==> config.mk <==
export PLATFORM = sky130hd
export DESIGN_NAME = cassette_recorder_flat
export DESIGN_NICKNAME = d
export VERILOG_FILES = /design/src/rtl/cassette_recorder_if.sv /design/src/rtl/cassette_recorder.sv /design/src/flat_wrapper.sv
export SDC_FILE = /design/constraint.sdc
export NUM_CORES = 1
export LEC_CHECK = 0
export BUFFER_PORTS_ARGS = -buffer_cell sky130_fd_sc_hd__buf_2
export CORE_ASPECT_RATIO = 0.9
export CORE_MARGIN = 3
export CORE_UTILIZATION = 25
export CTS_CLUSTER_DIAMETER = 50
export CTS_CLUSTER_SIZE = 24
export DETAILED_ROUTE_END_ITERATION = 8
export PLACE_DENSITY = 0.41
export SYNTH_ARGS = -nofsm -noshare
export SYNTH_HDL_FRONTEND = slang
export SYNTH_SLANG_ARGS = --single-unit
export TNS_END_PERCENT = 50
==> constraint.sdc <==
create_clock -name clk -period 5.9 [get_ports clk]
set_clock_uncertainty 0.2 [all_clocks]
set_input_delay 0.295 -clock clk [delete_from_list [all_inputs] [get_ports clk]]
set_output_delay 0.295 -clock clk [all_outputs]
set_load 0.01 [all_outputs]
==> src/rtl/cassette_recorder_if.sv <==
// cassette_recorder_if: byte write port from the tape decoder into the tape buffer RAM.
interface cassette_recorder_if #(
    parameter int ADDR_W = 16
);
    logic [ADDR_W-1:0] bram_addr;
    logic [7:0]        bram_data;
    logic              bram_wr;

    modport master (output bram_addr, output bram_data, output bram_wr);
    modport slave  (input  bram_addr, input  bram_data, input  bram_wr);
endinterface

==> src/rtl/cassette_recorder.sv <==
// cassette_recorder: decodes a period-modulated tape stream into framed bytes written to a buffer RAM.
// Parity checking is optional and enabled by defining CASREC_PARITY_CHECK_EN.
module cassette_recorder #(
    parameter int ADDR_W      = 16,
    parameter int PER_MIN     = 5000,
    parameter int PER_SPLIT   = 31250,
    parameter int PER_TIMEOUT = 100000
) (
    input  logic                clk,
    input  logic                reset,
    input  logic                en,
    input  logic                rewind,
    input  logic                tape_in,
    cassette_recorder_if.master bram,
    output logic [ADDR_W:0]     tape_len,
    output logic                full,
    output logic                frame_err,
    output logic                parity_err,
    output logic                active
);
    localparam int                CNT_W   = $clog2(PER_TIMEOUT + 1);
    localparam logic [CNT_W-1:0]  MIN_C   = CNT_W'(PER_MIN);
    localparam logic [CNT_W-1:0]  SPLIT_C = CNT_W'(PER_SPLIT);
    localparam logic [CNT_W-1:0]  TO_C    = CNT_W'(PER_TIMEOUT);
    localparam logic [ADDR_W-1:0] PTR_MAX = {ADDR_W{1'b1}};

    typedef enum logic [1:0] {
        HUNT   = 2'd0,
        DATA   = 2'd1,
        PARITY = 2'd2,
        STOP   = 2'd3
    } state_t;

    logic [2:0]        sync_r;
    logic              rise_s;
    logic              timeout_s;
    logic [CNT_W-1:0]  cnt_r;
    logic              bit_valid_r;
    logic              bit_val_r;
    state_t            state_r;
    logic [2:0]        idx_r;
    logic [7:0]        shift_r;
    logic [ADDR_W-1:0] ptr_r;
    logic [ADDR_W-1:0] bram_addr_r;
    logic [7:0]        bram_data_r;
    logic              bram_wr_r;
    logic [ADDR_W:0]   tape_len_r;
    logic              full_r;
    logic              frame_err_r;
    logic              parity_err_r;
    logic              active_r;

`ifdef CASREC_PARITY_CHECK_EN
    function automatic logic parity_even_f(input logic [7:0] d);
        return ~(^d);
    endfunction
`endif

    assign rise_s    = sync_r[1] & ~sync_r[2];
    assign timeout_s = (cnt_r == TO_C);

    // Synchronize tape_in, measure edge-to-edge periods and emit one decoded bit per qualifying edge.
    always_ff @(posedge clk or posedge reset) begin
        if (reset) begin
            sync_r      <= 3'b000;
            cnt_r       <= '0;
            bit_valid_r <= 1'b0;
            bit_val_r   <= 1'b0;
        end else begin
            sync_r      <= {sync_r[1:0], tape_in};
            bit_valid_r <= 1'b0;
            if (!en) begin
                cnt_r <= '0;
            end else if (rise_s && (cnt_r >= MIN_C)) begin
                // A saturated count marks the end of a gap, not a real bit period.
                cnt_r       <= '0;
                bit_valid_r <= (cnt_r != TO_C);
                bit_val_r   <= (cnt_r < SPLIT_C);
            end else if (cnt_r != TO_C) begin
                cnt_r <= cnt_r + CNT_W'(1);
            end
        end
    end

    // Frame FSM, buffer pointer and registered write port / status flags.
    always_ff @(posedge clk or posedge reset) begin
        if (reset) begin
            state_r      <= HUNT;
            idx_r        <= 3'd0;
            shift_r      <= 8'h00;
            ptr_r        <= '0;
            bram_addr_r  <= '0;
            bram_data_r  <= 8'h00;
            bram_wr_r    <= 1'b0;
            tape_len_r   <= '0;
            full_r       <= 1'b0;
            frame_err_r  <= 1'b0;
            parity_err_r <= 1'b0;
            active_r     <= 1'b0;
        end else if (rewind) begin
            state_r      <= HUNT;
            ptr_r        <= '0;
            bram_wr_r    <= 1'b0;
            tape_len_r   <= '0;
            full_r       <= 1'b0;
            frame_err_r  <= 1'b0;
            parity_err_r <= 1'b0;
            active_r     <= 1'b0;
        end else begin
            bram_wr_r <= 1'b0;
            if (bram_wr_r) begin
                tape_len_r <= tape_len_r + (ADDR_W + 1)'(1);
                if (ptr_r == PTR_MAX) begin
                    full_r <= 1'b1;
                end else begin
                    ptr_r <= ptr_r + ADDR_W'(1);
                end
            end

            if (!en || (timeout_s && (state_r != HUNT))) begin
                state_r  <= HUNT;
                active_r <= 1'b0;
            end else if (bit_valid_r) begin
                case (state_r)
                    HUNT: begin
                        if (!bit_val_r) begin
                            state_r  <= DATA;
                            idx_r    <= 3'd0;
                            active_r <= 1'b1;
                        end
                    end
                    DATA: begin
                        shift_r <= {bit_val_r, shift_r[7:1]};
                        idx_r   <= idx_r + 3'd1;
                        if (idx_r == 3'd7) begin
                            state_r <= PARITY;
                        end
                    end
                    PARITY: begin
`ifdef CASREC_PARITY_CHECK_EN
                        if (bit_val_r != parity_even_f(shift_r)) begin
                            parity_err_r <= 1'b1;
                        end
`endif
                        state_r <= STOP;
                    end
                    STOP: begin
                        state_r  <= HUNT;
                        active_r <= 1'b0;
                        if (!bit_val_r) begin
                            frame_err_r <= 1'b1;
                        end else if (!full_r) begin
                            bram_wr_r   <= 1'b1;
                            bram_addr_r <= ptr_r;
                            bram_data_r <= shift_r;
                        end
                    end
                    default: begin
                        state_r  <= HUNT;
                        active_r <= 1'b0;
                    end
                endcase
            end
        end
    end

    assign bram.bram_addr = bram_addr_r;
    assign bram.bram_data = bram_data_r;
    assign bram.bram_wr   = bram_wr_r;
    assign tape_len       = tape_len_r;
    assign full           = full_r;
    assign frame_err      = frame_err_r;
    assign parity_err     = parity_err_r;
    assign active         = active_r;
endmodule

==> src/flat_wrapper.sv <==
// flat-port wrapper written by rule: the top's interface ports become plain ports
module cassette_recorder_flat 
#(
    parameter int ADDR_W      = 16,
    parameter int PER_MIN     = 5000,
    parameter int PER_SPLIT   = 31250,
    parameter int PER_TIMEOUT = 100000
)
  (clk, reset, en, rewind, tape_in, tape_len, full, frame_err, parity_err, active, bram_bram_addr, bram_bram_data, bram_bram_wr);
  cassette_recorder_if #(.ADDR_W(ADDR_W)) bram_i ();
  input  logic clk;
  input  logic reset;
  input  logic en;
  input  logic rewind;
  input  logic tape_in;
  output logic [ADDR_W:0] tape_len;
  output logic full;
  output logic frame_err;
  output logic parity_err;
  output logic active;
  output wire logic [$bits(bram_i.bram_addr)-1:0] bram_bram_addr;
  output wire logic [$bits(bram_i.bram_data)-1:0] bram_bram_data;
  output wire logic [$bits(bram_i.bram_wr)-1:0] bram_bram_wr;
  assign bram_bram_addr = bram_i.bram_addr;
  assign bram_bram_data = bram_i.bram_data;
  assign bram_bram_wr = bram_i.bram_wr;
  cassette_recorder #(.ADDR_W(ADDR_W), .PER_MIN(PER_MIN), .PER_SPLIT(PER_SPLIT), .PER_TIMEOUT(PER_TIMEOUT)) u_core (.clk(clk), .reset(reset), .en(en), .rewind(rewind), .tape_in(tape_in), .bram(bram_i), .tape_len(tape_len), .full(full), .frame_err(frame_err), .parity_err(parity_err), .active(active));
endmodule
==> summary.txt <==
Critical path
  • Worst setup EP type: register
  • Crit-path max FO: 9
  • Critical path's largest stage delay: 0.92 ns
  • Critical Path Source Type: register
  • Slowest CP cell: nor4_1
  • WP data arrival: about 2.5 ns
  • Setup CP Type: register to register
  • Ordered list of cells on the worst path: nand4_2, nor4_1, nor2b_1, mux2_2
  • Worst EP required: between 5 and 6 ns

STA
  • Slew Limit Fails: 0
  • Final Hold Violating Endpoints: 0
  • Setup violators final: 0
  • Max-slew headroom: 0.3217
  • RSZ-0062 raised after global routing: no
  • TNS Setup: 0 ns
  • Setup ws final: ~3.4 ns
  • Worst slew pin tran: just over 1 ns
  • Final worst-path cycle share: 0.4162
  • Maximum clock rate: slightly above 0.4 GHz
  • Min Hold Slack: approximately 0.13 ns
  • Min Clock Period, post-route: around 2.5 ns

Placed design
  • Dpl hpwl: approximately 7000 um
  • Routability cong.: around 0.74
  • # port buffers: 49
  • Area of placed instances: between 0.005 and 0.006 mm2
  • DP Cell Count: about 690
  • Pre-CTS setup slack: 3.403 ns

CTS
  • CTS Buf Count: 9
  • CTS tree: yes
  • Postcts setup bufs: 0
  • Clock Tree Root: clkbuf_16
  • Hold_buf cts: 2
  • Clock buffer depth: 2
  • # resized after CTS: 0
  • Clk sinks: between 90 and 100
  • Worst skew pair latency: between 0.3 and 0.4 ns
  • Max H-tree Level: 3
  • Register clock-pin slew on the reported worst setup and hold paths: 0.07 ns

Route
  • Drt pass-1 iters: 4
  • DRC violations left: 0
  • Number of DRC markers in iteration 0: roughly 150
  • Drt via density: about 4.8
  • DR vias: 3,361
  • Total wire length: ~10,000 um
  • Wirelength per Cell: roughly 14 um
  • Final ANT Viol Nets: 0

Die
  • Die area: approximately 0.02 mm2
  • Starting Density: 0.2569
  • Row count: 46
  • Die width: 148.5 um
  • Die height: 134.2 um
  • # IOs: between 50 and 60
  • Core box area: ~0.018 mm2

Job
  • Max cap viols: 0

Cells and area
  • Share of cells above drive strength 1: 0.2554
  • Cell area after layout: ~0.0054 mm2
  • N_diodes: 0
  • Final Non-Filler Cells: just over 700
  • Layout Utilization: 0.3022
  • Layout area overhead: 17.64%
  • Nets@finish: between 400 and 500

Synth
  • Synth Area per Inst: about 11 um2
  • FF+latch count, synth: between 90 and 100
  • Number of synthesized flops with an enable pin: 0
  • Syn nets: 428
  • Asr flop ratio synth: 1.000
  • Synth cell count leaders: dfrtp_1, mux2_2, a21oi_1
  • Top cell type's share of synthesized area: 0.5259
  • Yosys cell types: 53
  • Yosys warning count: 0
  • Sequential-to-total area share from yosys stat: 0.5259
  • Top-count cell post-synth: dfrtp_1
  • Ys flop type: dfrtp_1
  • Area contributors post-synth: dfrtp_1, mux2_2, a21oi_1, ha_1, nor2_1
  • Cell Area, Synth: ~0.0046 mm2
  • Synth Instances: roughly 410
  • Post-synth top area cell: dfrtp_1

Global routing
  • Initial antenna violation count: 0
  • GRT Residual Overflow: 0
  • Largest net degree at the start of global routing: 59
  • Total track usage: 0.1095
  • First-pass GRT wire length: ~18,000 um
  • Vias in the first global route: 3,347

Run status
  • Status: finished clean

Power
  • Peak supply drop: approximately 0.13 mV
  • Pwr Density: around 240 mW/mm2
  • Total power: between 1 and 1.5 mW
  • Leakage: approximately 2.4 nW

Min path
  • Hold WC Path Type: input port to register
[layout make-up]
cell class                      count  area [um2]
Multi-Input combinational cell    278        2006
Inverter                           22       85.08
Clock inverter                      7       67.56
Timing Repair Buffer               54       287.8
Clock buffer                        9       225.2
Sequential cell                    96        2402
Fill cell                        1860       12410
Tap cell                          240       300.3
[sequential cells by signal, summed over array words and instances, names as in the netlist]
register               count
u_core.cnt_r              17
u_core.tape_len           17
u_core.bram.bram_addr     16
u_core.ptr_r              16
u_core.bram.bram_data      8
u_core.shift_r             8
u_core.idx_r               3
u_core.sync_r              3
u_core.state_r             2
u_core.active              1
u_core.bit_val_r           1
u_core.bit_valid_r         1
u_core.bram.bram_wr        1
u_core.frame_err           1
u_core.full                1
[where the power goes]
| part | internal [mW] | leakage (nW) | switching [mW] |
|---|---|---|---|
| clock | 0.299 | 0.142 | 0.285 |
| combinational | 0.00777 | 0.965 | 0.0270 |
| sequential | 0.661 | 1.32 | 0.00293 |
[critical path, delay by kind of cell (launching register included)]
kind	cells	cell delay (ns)
flip-flops	1	0.45
multiplexers	1	0.33
AND/OR/NAND/NOR	3	1.36
[worst paths after layout]
path,start,endpoint,slack [ns],cells past startpoint
max,u_core.ptr_r[7],u_core.ptr_r[0],3.44,4
max reg2reg,u_core.ptr_r[7],u_core.ptr_r[0],3.44,4
min reg2reg,u_core.sync_r[0],u_core.sync_r[1],0.16,0
max in group asynchronous,reset,u_core.bram.bram_addr[11],3.98,4
min in group asynchronous,reset,u_core.tape_len[9],0.33,3
min,en,u_core.bit_valid_r,0.13,3
[layer usage]
metal  up-vias  track usage  wire length (um)
met5         -            0                 0
met4         0      0.02463                95
met3        10      0.03885               420
met2        44       0.1704              4704
met1      1697       0.1472              4974
li1       1610            -                 -
[kinds of logic (layout without fill, tap and decap cells)]
| family | count (synthesis) | after routing | synth area share |
|---|---|---|---|
| AO/OA/AOI/OAI | 73 | 73 | 0.09915 |
| XOR/XNOR | 20 | 20 | 0.03835 |
| adder cells (fa/ha/maj) | 10 | 10 | 0.02739 |
| buffers and inverters | 39 | 92 | 0.03643 |
| flip-flops | 96 | 96 | 0.5259 |
| multiplexers | 38 | 38 | 0.09258 |
| other | 1 | 1 | 0.0008209 |
| AND/OR/NAND/NOR | 136 | 136 | 0.1794 |
[cells in the final DEF, fill, tap and decap left out, types with 4 or more instances in the layout]
cell,n
a21oi_1,29
and4_1,4
buf_2,49
clkbuf_16,9
dfrtp_1,96
ha_1,10
inv_1,21
mux2_2,34
mux2i_1,4
nand2_1,14
nand2b_1,5
nand3_1,17
nand4_1,12
nor2_1,28
nor4_1,7
o21ai_0,13
o31ai_1,13
or3_1,7
or4_1,14
xnor2_1,8
xor2_1,12
Note: power is estimated with default switching activity, not from simulation.
